### config.mk
export PLATFORM = sky130hd
export DESIGN_NAME = store_buffer_fwd
export DESIGN_NICKNAME = d
export VERILOG_FILES = /design/src/rtl/stb_pkg.sv /design/src/rtl/stb_fwd_lookup.sv /design/src/rtl/store_buffer_fwd.sv
export SDC_FILE = /design/constraint.sdc
export NUM_CORES = 1
export LEC_CHECK = 0
export ABC_AREA = 1
export CELL_PAD_IN_SITES_DETAIL_PLACEMENT = 0
export CELL_PAD_IN_SITES_GLOBAL_PLACEMENT = 1
export CORE_MARGIN = 5
export CORE_UTILIZATION = 41
export CTS_CLUSTER_SIZE = 30
export DETAILED_ROUTE_END_ITERATION = 10
export PLACE_DENSITY_LB_ADDON = 0.1
export SLEW_MARGIN = 20
export SYNTH_ARGS = -nofsm -noshare
export SYNTH_HDL_FRONTEND = slang
export SYNTH_SLANG_ARGS = --single-unit
### constraint.sdc
create_clock -name clk -period 10.84 [get_ports clk]
set_clock_uncertainty 0.1 [all_clocks]
set_input_delay 2.168 -clock clk [delete_from_list [all_inputs] [get_ports clk]]
set_output_delay 2.168 -clock clk [all_outputs]
set_load 0.02 [all_outputs]
### src/rtl/stb_pkg.sv
// Shared types for the store buffer: entry layout for the default 32-bit
// configuration and the drain FSM state encoding.
package stb_pkg;

    localparam int STB_ADDR_WIDTH = 32;
    localparam int STB_DATA_WIDTH = 32;
    localparam int STB_SEL_WIDTH  = STB_DATA_WIDTH / 8;

    typedef struct packed {
        logic                      valid;
        logic [STB_ADDR_WIDTH-1:0] addr;
        logic [STB_DATA_WIDTH-1:0] data;
        logic [STB_SEL_WIDTH-1:0]  sel;
    } stb_entry_t;

    typedef enum logic {
        IDLE = 1'b0,
        REQ  = 1'b1
    } stb_state_e;

endpackage

### src/rtl/stb_fwd_lookup.sv
// Combinational store-to-load lookup: walks entries from oldest to youngest so
// that younger stores overwrite older ones lane by lane.
module stb_fwd_lookup #(
    parameter int ADDR_WIDTH     = 32,
    parameter int DATA_WIDTH     = 32,
    parameter int BYTE_SEL_WIDTH = DATA_WIDTH / 8,
    parameter int FIFO_DEPTH     = 4,
    parameter int PTR_W          = $clog2(FIFO_DEPTH)
) (
    input  logic [ADDR_WIDTH-1:0]                      ld_word,
    input  logic [FIFO_DEPTH-1:0]                      entry_valid,
    input  logic [FIFO_DEPTH-1:0][ADDR_WIDTH-1:0]      entry_addr,
    input  logic [FIFO_DEPTH-1:0][DATA_WIDTH-1:0]      entry_data,
    input  logic [FIFO_DEPTH-1:0][BYTE_SEL_WIDTH-1:0]  entry_sel,
    input  logic [PTR_W-1:0]                           head_ptr,
    output logic [BYTE_SEL_WIDTH-1:0]                  covered,
    output logic [DATA_WIDTH-1:0]                      data
);

    logic [FIFO_DEPTH-1:0] match;
    logic [PTR_W-1:0]      idx;

    genvar gi;
    generate
        for (gi = 0; gi < FIFO_DEPTH; gi++) begin : g_match
            assign match[gi] = entry_valid[gi] && (entry_addr[gi] == ld_word);
        end
    endgenerate

    always_comb begin
        covered = '0;
        data    = '0;
        idx     = '0;
        for (int k = 0; k < FIFO_DEPTH; k++) begin
            idx = head_ptr + PTR_W'(k);
            if (match[idx]) begin
                for (int b = 0; b < BYTE_SEL_WIDTH; b++) begin
                    if (entry_sel[idx][b]) begin
                        covered[b]        = 1'b1;
                        data[b*8 +: 8]    = entry_data[idx][b*8 +: 8];
                    end
                end
            end
        end
    end

endmodule

### src/rtl/store_buffer_fwd.sv
// Store buffer between the LSU and the dcache write port, with write
// coalescing into the youngest entry, byte-level load forwarding and fence.
module store_buffer_fwd
    import stb_pkg::*;
#(
    parameter int ADDR_WIDTH     = 32,
    parameter int DATA_WIDTH     = 32,
    parameter int BYTE_SEL_WIDTH = DATA_WIDTH / 8,
    parameter int FIFO_DEPTH     = 4,
    parameter bit COALESCE_EN    = 1'b1
) (
    input  logic                      clk,
    input  logic                      rst,
    input  logic [ADDR_WIDTH-1:0]     lsudbus2stb_addr,
    input  logic [DATA_WIDTH-1:0]     lsudbus2stb_wdata,
    input  logic [BYTE_SEL_WIDTH-1:0] lsudbus2stb_sel_byte,
    input  logic                      lsudbus2stb_w_en,
    input  logic                      lsudbus2stb_req,
    input  logic                      dmem_sel_i,
    output logic                      stb2dbuslsu_stall,
    output logic                      stb2dbuslsu_ack,
    input  logic [ADDR_WIDTH-1:0]     ld_addr,
    input  logic [BYTE_SEL_WIDTH-1:0] ld_sel_byte,
    input  logic                      ld_valid,
    output logic                      ld_fwd_hit,
    output logic [DATA_WIDTH-1:0]     ld_fwd_data,
    output logic                      ld_conflict,
    input  logic                      fence_i,
    output logic [ADDR_WIDTH-1:0]     stb2dcache_addr,
    output logic [DATA_WIDTH-1:0]     stb2dcache_wdata,
    output logic [BYTE_SEL_WIDTH-1:0] stb2dcache_sel_byte,
    output logic                      stb2dcache_w_en,
    output logic                      stb2dcache_req,
    output logic                      dmem_sel_o,
    input  logic                      dcache2stb_ack,
    output logic                      stb2dcache_empty
);

    localparam int PTR_W = $clog2(FIFO_DEPTH);
    localparam logic [PTR_W-1:0]      PTR_ONE   = PTR_W'(1);
    localparam logic [PTR_W:0]        CNT_ONE   = (PTR_W+1)'(1);
    localparam logic [PTR_W:0]        CNT_FULL  = (PTR_W+1)'(FIFO_DEPTH);
    localparam logic [ADDR_WIDTH-1:0] WORD_MASK = ~ADDR_WIDTH'(BYTE_SEL_WIDTH - 1);

    logic [FIFO_DEPTH-1:0]                     valid_reg;
    logic [FIFO_DEPTH-1:0][ADDR_WIDTH-1:0]     addr_reg;
    logic [FIFO_DEPTH-1:0][DATA_WIDTH-1:0]     data_reg;
    logic [FIFO_DEPTH-1:0][BYTE_SEL_WIDTH-1:0] sel_reg;

    logic [PTR_W-1:0] wr_ptr_reg, rd_ptr_reg, youngest_ptr;
    logic [PTR_W:0]   count_reg, count_next;
    stb_state_e       state_reg, state_next;
    logic             ack_reg;

    logic                      full, empty, in_flight;
    logic [ADDR_WIDTH-1:0]     store_word, ld_word;
    logic                      coalesce_possible, accept, do_push, do_merge, do_pop;
    logic [DATA_WIDTH-1:0]     merge_data, fwd_data;
    logic [BYTE_SEL_WIDTH-1:0] covered, req_covered;

    assign full         = (count_reg == CNT_FULL);
    assign empty        = (count_reg == '0);
    assign in_flight    = (state_reg == REQ);
    assign youngest_ptr = wr_ptr_reg - PTR_ONE;
    assign store_word   = lsudbus2stb_addr & WORD_MASK;
    assign ld_word      = ld_addr & WORD_MASK;

    // The youngest entry is only locked when it is also the head being drained.
    assign coalesce_possible = COALESCE_EN && !empty
                            && (addr_reg[youngest_ptr] == store_word)
                            && !(in_flight && (youngest_ptr == rd_ptr_reg));

    assign stb2dbuslsu_stall = fence_i | (full & ~coalesce_possible);
    assign accept   = lsudbus2stb_req & lsudbus2stb_w_en & dmem_sel_i & ~stb2dbuslsu_stall;
    assign do_merge = accept & coalesce_possible;
    assign do_push  = accept & ~coalesce_possible;
    assign do_pop   = in_flight & dcache2stb_ack;

    genvar gi;
    generate
        for (gi = 0; gi < BYTE_SEL_WIDTH; gi++) begin : g_lane
            assign merge_data[gi*8 +: 8]  = lsudbus2stb_sel_byte[gi] ? lsudbus2stb_wdata[gi*8 +: 8]
                                                                     : data_reg[youngest_ptr][gi*8 +: 8];
            assign ld_fwd_data[gi*8 +: 8] = ld_sel_byte[gi] ? fwd_data[gi*8 +: 8] : 8'h00;
        end
    endgenerate

    always_comb begin
        count_next = count_reg;
        if (do_push && !do_pop) begin
            count_next = count_reg + CNT_ONE;
        end else if (!do_push && do_pop) begin
            count_next = count_reg - CNT_ONE;
        end
    end

    always_comb begin
        state_next = state_reg;
        case (state_reg)
            IDLE: if (!empty) state_next = REQ;
            REQ:  if (do_pop && (count_next == '0)) state_next = IDLE;
            default: state_next = IDLE;
        endcase
    end

    // Push and pop never target the same slot, and a merge never hits the
    // in-flight head, so the three writes below are mutually disjoint.
    always_ff @(posedge clk or posedge rst) begin
        if (rst) begin
            valid_reg  <= '0;
            addr_reg   <= '0;
            data_reg   <= '0;
            sel_reg    <= '0;
            wr_ptr_reg <= '0;
            rd_ptr_reg <= '0;
            count_reg  <= '0;
            state_reg  <= IDLE;
            ack_reg    <= 1'b0;
        end else begin
            state_reg <= state_next;
            count_reg <= count_next;
            ack_reg   <= accept;
            if (do_push) begin
                valid_reg[wr_ptr_reg] <= 1'b1;
                addr_reg[wr_ptr_reg]  <= store_word;
                data_reg[wr_ptr_reg]  <= lsudbus2stb_wdata;
                sel_reg[wr_ptr_reg]   <= lsudbus2stb_sel_byte;
                wr_ptr_reg            <= wr_ptr_reg + PTR_ONE;
            end
            if (do_merge) begin
                data_reg[youngest_ptr] <= merge_data;
                sel_reg[youngest_ptr]  <= sel_reg[youngest_ptr] | lsudbus2stb_sel_byte;
            end
            if (do_pop) begin
                valid_reg[rd_ptr_reg] <= 1'b0;
                rd_ptr_reg            <= rd_ptr_reg + PTR_ONE;
            end
        end
    end

    stb_fwd_lookup #(
        .ADDR_WIDTH     (ADDR_WIDTH),
        .DATA_WIDTH     (DATA_WIDTH),
        .BYTE_SEL_WIDTH (BYTE_SEL_WIDTH),
        .FIFO_DEPTH     (FIFO_DEPTH),
        .PTR_W          (PTR_W)
    ) u_lookup (
        .ld_word     (ld_word),
        .entry_valid (valid_reg),
        .entry_addr  (addr_reg),
        .entry_data  (data_reg),
        .entry_sel   (sel_reg),
        .head_ptr    (rd_ptr_reg),
        .covered     (covered),
        .data        (fwd_data)
    );

    assign req_covered = covered & ld_sel_byte;
    assign ld_fwd_hit  = ld_valid && (req_covered == ld_sel_byte) && (ld_sel_byte != '0);
    assign ld_conflict = ld_valid && !ld_fwd_hit && (req_covered != '0);

    assign stb2dbuslsu_ack     = ack_reg;
    assign stb2dcache_addr     = addr_reg[rd_ptr_reg];
    assign stb2dcache_wdata    = data_reg[rd_ptr_reg];
    assign stb2dcache_sel_byte = sel_reg[rd_ptr_reg];
    assign stb2dcache_req      = in_flight;
    assign stb2dcache_w_en     = in_flight;
    assign dmem_sel_o          = in_flight;
    assign stb2dcache_empty    = empty;

endmodule

==> flow_metrics.env, run 1 <==
export IMPL_drive_above_1_share_pct=3.12
export IMPL_critPathLaunchType="primary input"
export IMPL_core_um2=56200
export IMPL_initial_utilization_pct=41.2
export IMPL_die_w_um=248
export IMPL_power_switching_mw=5.52
export IMPL_die_area_um2=61300
export IMPL_wl_per_cell_um=20.9
export IMPL_cts_root_buf="clkbuf_16"
export IMPL_yosysWarnings=0
export IMPL_antenna_left=0
export IMPL_tightest_slew_ps=1040
export IMPL_cts_hold_buf=0
export IMPL_syn_area_um2=23100
export IMPL_power_frac_comb_pct=66.6
export IMPL_yosysUniqueCellTypes=35
export IMPL_crit_type="primary input to output port"
export IMPL_finalSetupTns_ps=0
export IMPL_synth_top_area_cell="dfrtp_1"
export IMPL_vias=26000
export IMPL_status="finished clean"
export IMPL_cts_buffer_depth=3
export IMPL_htree_num_levels=2
export IMPL_firstDrtPassIters=8
export IMPL_syn_area_per_cell_um2=5.90
export IMPL_worstPathMaxFanout=9
export IMPL_irDropWorstVdd_v=0.000253
export IMPL_fmax_mhz=115
export IMPL_p_int_mw=4.48
export IMPL_cts_buffers=38
export IMPL_routed_via_density=5.50
export IMPL_area_delta_synth_final_pct=15.2
export IMPL_synth_top_area_share_pct=30.0
export IMPL_hpwlAfterDp_um=64100
export IMPL_setup_viol=0
export IMPL_hold_viol=0
export IMPL_grt_pass1_wl_um=148000
export IMPL_synthFlopType="dfrtp_1"
export IMPL_final_seq_area_um2=6940
export IMPL_grt_pass1_vias=23600
export IMPL_p_clk_share_pct=12.8
export IMPL_num_fill_cells=6208
export IMPL_seqPwrFrac_pct=20.6
export IMPL_p_leak_nw=12.1
export IMPL_route_detailed_drc=0
export IMPL_synth_ff_latch_count=277
export IMPL_synthArstFlopShare_pct=100
export IMPL_io_pins=220
export IMPL_maxCapViolations=0
export IMPL_clkSlewWorstSetupHoldPaths_ps=60
export IMPL_crit_path_end_kind="output port"
export IMPL_grt_ovfl_total=0
export IMPL_drt_total_wl_um=99000
export IMPL_layout_min_cycle_time_ps=8700
export IMPL_grt_max_degree=214
export IMPL_yosysSeqAreaShare_pct=30.0
export IMPL_hp_class="flip-flop to flip-flop"
export IMPL_nets=4068
export IMPL_power_density_nw_per_um2=375
export IMPL_switching_share_pct=55.2
export IMPL_antenna_found_initial=5
export IMPL_slew_headroom_pct=30.6
export IMPL_post_cts_resized=0
export IMPL_placementRows=87
export IMPL_fin_crit_sh_pct=80.3
export IMPL_synthTopCellsByArea="dfrtp_1, nand2_1, o21ai_0"
export IMPL_grtUsageTotal_pct=31.3
export IMPL_cts_tree="built"
export IMPL_synth_most_common_cell="nand2_1"
export IMPL_synth_common_cells="nand2_1, o21ai_0, nor2_1"
export IMPL_synth_edff_count=0
export IMPL_worstPathArrival_ps=6440
export IMPL_die_h_um=248
export IMPL_fin_util_pct=47.4
export IMPL_dr_first_iter_drc_count=2642
export IMPL_multi_input_area_um2=13700
export IMPL_slew_violations=0
export IMPL_crit_required_ps=8570
export IMPL_rsz0062_at_grt="false"
export IMPL_clock_latency_ps=580
export IMPL_post_cts_buffers=0
export IMPL_io_buffer_count=213
export IMPL_largest_reg_flops=128
export IMPL_globalplace_congestion=1.02
export IMPL_synthCells=3920
export IMPL_cts_sinks=277
[cells by family (layout without fill, tap and decap cells)]
| family | after synthesis | after routing | share of synthesized area (%) |
|---|---|---|---|
| multiplexers | 4 | 4 | 0.195 |
| other | 1 | 6 | 0.0162 |
| AO/OA/AOI/OAI | 959 | 959 | 21.4 |
| flip-flops | 277 | 277 | 30.0 |
| XOR/XNOR | 44 | 44 | 1.67 |
| adder cells (fa/ha/maj) | 12 | 12 | 0.649 |
| buffers and inverters | 632 | 682 | 11.0 |
| AND/OR/NAND/NOR | 1991 | 1991 | 35.1 |
[cells in the final DEF, fill, tap and decap left out, types with 3 or more instances in the layout]
master	count
nand2_1	1127
o21ai_0	634
nor2_1	484
inv_1	348
dfrtp_1	274
a21oi_1	240
clkdlybuf4s50_1	213
nor3_1	145
nand3_1	141
nand4_1	66
xnor2_1	39
clkbuf_16	39
o211ai_1	34
a31oi_1	32
buf_4	28
nand3b_1	13
inv_2	11
ha_1	10
clkbuf_8	10
clkbuf_1	10
clkinv_1	7
o22ai_1	7
clkinv_2	6
nor2_4	6
o21ai_1	6
xor2_1	5
diode_2	4
mux2_2	4
and2_1	4
buf_12	4
o21a_1	3
dfrtp_4	3
[area by class of cell]
cell class | count | area share (%)
clock buffers | 59 | 4.32
well taps | 756 | 3.55
flip-flops and latches | 277 | 26.1
repair buffers | 245 | 9.09
diodes | 4 | 0.0376
inverters | 370 | 5.26
multi-input cells | 3012 | 51.4
clock inverters | 8 | 0.268
[metrics by stage]
step	instances	worst slack (ps)	area, µm²	total power, mW	hold WS, ps
finish	4731	2140	26700	10.0	433
global route	4729	1860	26600	10.8	461
detailed placement	4660	2210	25400	8.62	425
CTS	4727	2180	26600	9.93	436
global placement	4660	2210	25400	8.60	418
floorplan	3921	935	23100	6.25	395
[layer usage]
layer | track usage, % | part of all wire, % | vias up
li1 | - | - | 12800
met1 | 44.3 | 44 | 12000
met2 | 49.8 | 45 | 1119
met3 | 5.38 | 8.8 | 149
met4 | 8.36 | 2.5 | 2
met5 | 0 | 0.0071 | -
[critical path, cell delays in order]
cell	delay, ps
clkdlybuf4s50_1	590
inv_1	210
nand2_1	160
nand4_1	190
nor2_1	70
nand2_1	60
nor2_1	30
nand2_1	110
nand2_1	60
nand2_1	140
nand2_1	100
nand3b_1	200
clkinv_1	380
nor2_1	820
nand2_1	100
nand2_1	100
nand2_1	50
a21oi_1	220
clkdlybuf4s50_1	660
[power by group through the flow]
| stage | logic [mW] | registers (mW) | clock network, mW |
|---|---|---|---|
| after detailed placement | 6.56 | 2.06 | 0 |
| after global routing | 7.37 | 2.13 | 1.34 |
| final | 6.66 | 2.06 | 1.28 |
| after CTS | 6.59 | 2.04 | 1.29 |
| after floorplan | 4.40 | 1.85 | 0 |
| after global placement | 6.54 | 2.06 | 0 |
[path summary, 6_finish.rpt]
check                      slack, ps        endpoint  depth (start not counted)          start
max                             2140  ld_fwd_data[0]                         19    ld_addr[31]
min                              430    valid_reg[1]                          2   valid_reg[1]
max reg2reg                     3310   addr_reg[114]                         19  wr_ptr_reg[0]
min reg2reg                      430    valid_reg[1]                          2   valid_reg[1]
max in group asynchronous       7280    addr_reg[41]                          3            rst
min in group asynchronous       2030    count_reg[2]                          2            rst
Power figures use the tool's default switching activity.
==> run 2, diff against run 1 <==
Clock period 10.84 ns to 8.2 ns, I/O delays scaled along.
==> run 2 against run 1 <==
Cell area rose by 0.44%. Power grew 32%. Non-clock buffer count up 18. Largest power group unchanged. Critical path type unchanged.
==> flow_metrics.env, run 2 (same netlist as run 1, synthesis figures left out) <==
export IMPL_status="finished clean"
export IMPL_reg2regPathDepth=20
export IMPL_r2r_setup_slack_ps=2070
export IMPL_p_leak_nw=12.2
export IMPL_cts_hold_buf=0
export IMPL_route_detailed_drc=0
export IMPL_die_w_um=248
export IMPL_r2r_end="data_reg[44]"
export IMPL_drt_met1_wl_um=43400
export IMPL_post_cts_resized=0
export IMPL_critPathLaunchType="primary input"
export IMPL_stdcell_count=4748
export IMPL_routed_via_density=5.47
export IMPL_io_buffer_count=213
export IMPL_cts_buffers=38
export IMPL_hold_viol=0
export IMPL_holdWs_ps=438
export IMPL_globalplace_congestion=1.00
export IMPL_layout_min_cycle_time_ps=7440
export IMPL_firstDrtPassIters=6
export IMPL_cts_sinks=277
export IMPL_area_delta_synth_final_pct=15.7
export IMPL_drt_total_wl_um=98700
export IMPL_grt_pass1_wl_um=149000
export IMPL_hpwlAfterDp_um=65300
export IMPL_irDropWorstVdd_v=0.000374
export IMPL_hold_depth=2
export IMPL_initial_utilization_pct=41.2
export IMPL_grtUsageTotal_pct=31.4
export IMPL_clkSlewWorstSetupHoldPaths_ps=50
export IMPL_htree_num_levels=2
export IMPL_finalSetupTns_ps=0
export IMPL_finalWorstSetupSlack_ps=764
export IMPL_wl_met3_um=8750
export IMPL_fmax_mhz=134
export IMPL_wl_per_cell_um=20.8
export IMPL_crit_required_ps=6460
export IMPL_placementRows=87
export IMPL_antenna_found_initial=4
export IMPL_worstPathMaxFanout=13
export IMPL_worstPathArrival_ps=5700
export IMPL_cts_buffer_depth=3
export IMPL_fin_util_pct=47.7
export IMPL_power_density_nw_per_um2=493
export IMPL_hp_class="flip-flop to flip-flop"
export IMPL_grt_ovfl_total=0
export IMPL_rsz0062_at_grt="false"
export IMPL_dp_cells=4678
export IMPL_crit_type="primary input to output port"
export IMPL_routed_top_layer="met4"
export IMPL_die_area_um2=61300
export IMPL_drive_above_1_share_pct=3.46
export IMPL_clock_latency_ps=580
export IMPL_slew_violations=0
export IMPL_wl_met2_um=44300
export IMPL_core_um2=56200
export IMPL_crit_path_end_kind="output port"
export IMPL_preCtsSetupSlack_ps=882
export IMPL_tightest_slew_ps=1050
export IMPL_grt_pass1_vias=23900
export IMPL_dr_first_iter_drc_count=2482
export IMPL_largest_reg_flops=128
export IMPL_io_pins=220
export IMPL_setup_viol=0
export IMPL_cts_tree="built"
export IMPL_nets=4086
export IMPL_layout_commonest_cell="nand2_1"
export IMPL_min_to="valid_reg[1]"
export IMPL_maxCapViolations=0
export IMPL_antenna_left=0
export IMPL_post_cts_buffers=0
export IMPL_reg2reg_from="wr_ptr_reg[0]"
export IMPL_layout_common_cells="nand2_1, o21ai_0, nor2_1"
export IMPL_die_h_um=248
export IMPL_vias=26000
export IMPL_num_fill_cells=6054
export IMPL_slew_headroom_pct=29.7
export IMPL_grt_max_degree=172
export IMPL_fin_crit_sh_pct=90.7
export IMPL_min_from="valid_reg[1]"
export IMPL_cts_root_buf="clkbuf_16"
[run 2: critical path, stage by stage]
cell	delay, ps
clkdlybuf4s50_1	540
xnor2_1	530
nand3_1	160
nor2_1	140
nand2_1	50
nor2_1	160
nand2_1	140
nand2_1	80
nand2_1	80
nand2_1	80
nand2_1	220
nor2_1	420
inv_1	330
nand3_1	170
nand2_1	60
a21oi_1	220
clkdlybuf4s50_1	650
[run 2: worst max-delay path by stage]
stage	start	endpoint	slack, ps	cells after the start
global placement	ld_addr[6]	ld_fwd_data[10]	900	17
global route	ld_addr[20]	ld_fwd_data[12]	540	17
detailed placement	ld_addr[6]	ld_fwd_data[10]	880	17
CTS	ld_addr[6]	ld_fwd_data[10]	870	17
floorplan	ld_addr[29]	ld_fwd_data[5]	2700	18
finish	ld_addr[6]	ld_fwd_data[10]	760	17
[run 2: power breakdown]
part / internal, mW / switching (mW) / total (mW)
Sequential: 2.03 / 0.711 / 2.74
Combinational: 2.94 / 5.88 / 8.82
Clock: 0.949 / 0.685 / 1.63
Total: 5.92 / 7.28 / 13.2
[run 2: metal layers]
metal	vias to the layer above	GRT usage, %
met5	-	0
li1	12800	-
met1	12000	44.8
met4	0	8.05
met2	1049	49.5
met3	154	5.78
[run 2: per-stage QoR]
step | total power [mW] | cell area [µm²]
after global routing | 14.3 | 26800
after CTS | 13.1 | 26800
after global placement | 11.4 | 25600
final | 13.2 | 26800
after floorplan | 8.26 | 23100
after detailed placement | 11.5 | 25600
[run 2: final cells by class]
type                       count  area (µm²)  share of cell area [%]
tap                          756         946                    3.53
multi-input combinational   3012       13700                    51.2
sequential                   277        6940                    25.9
timing repair buffer         263        2570                    9.62
clock buffer                  60        1130                    4.24
inverter                     370        1400                    5.23
clock inverter                 6        56.3                   0.210
antenna                        4        10.0                  0.0374
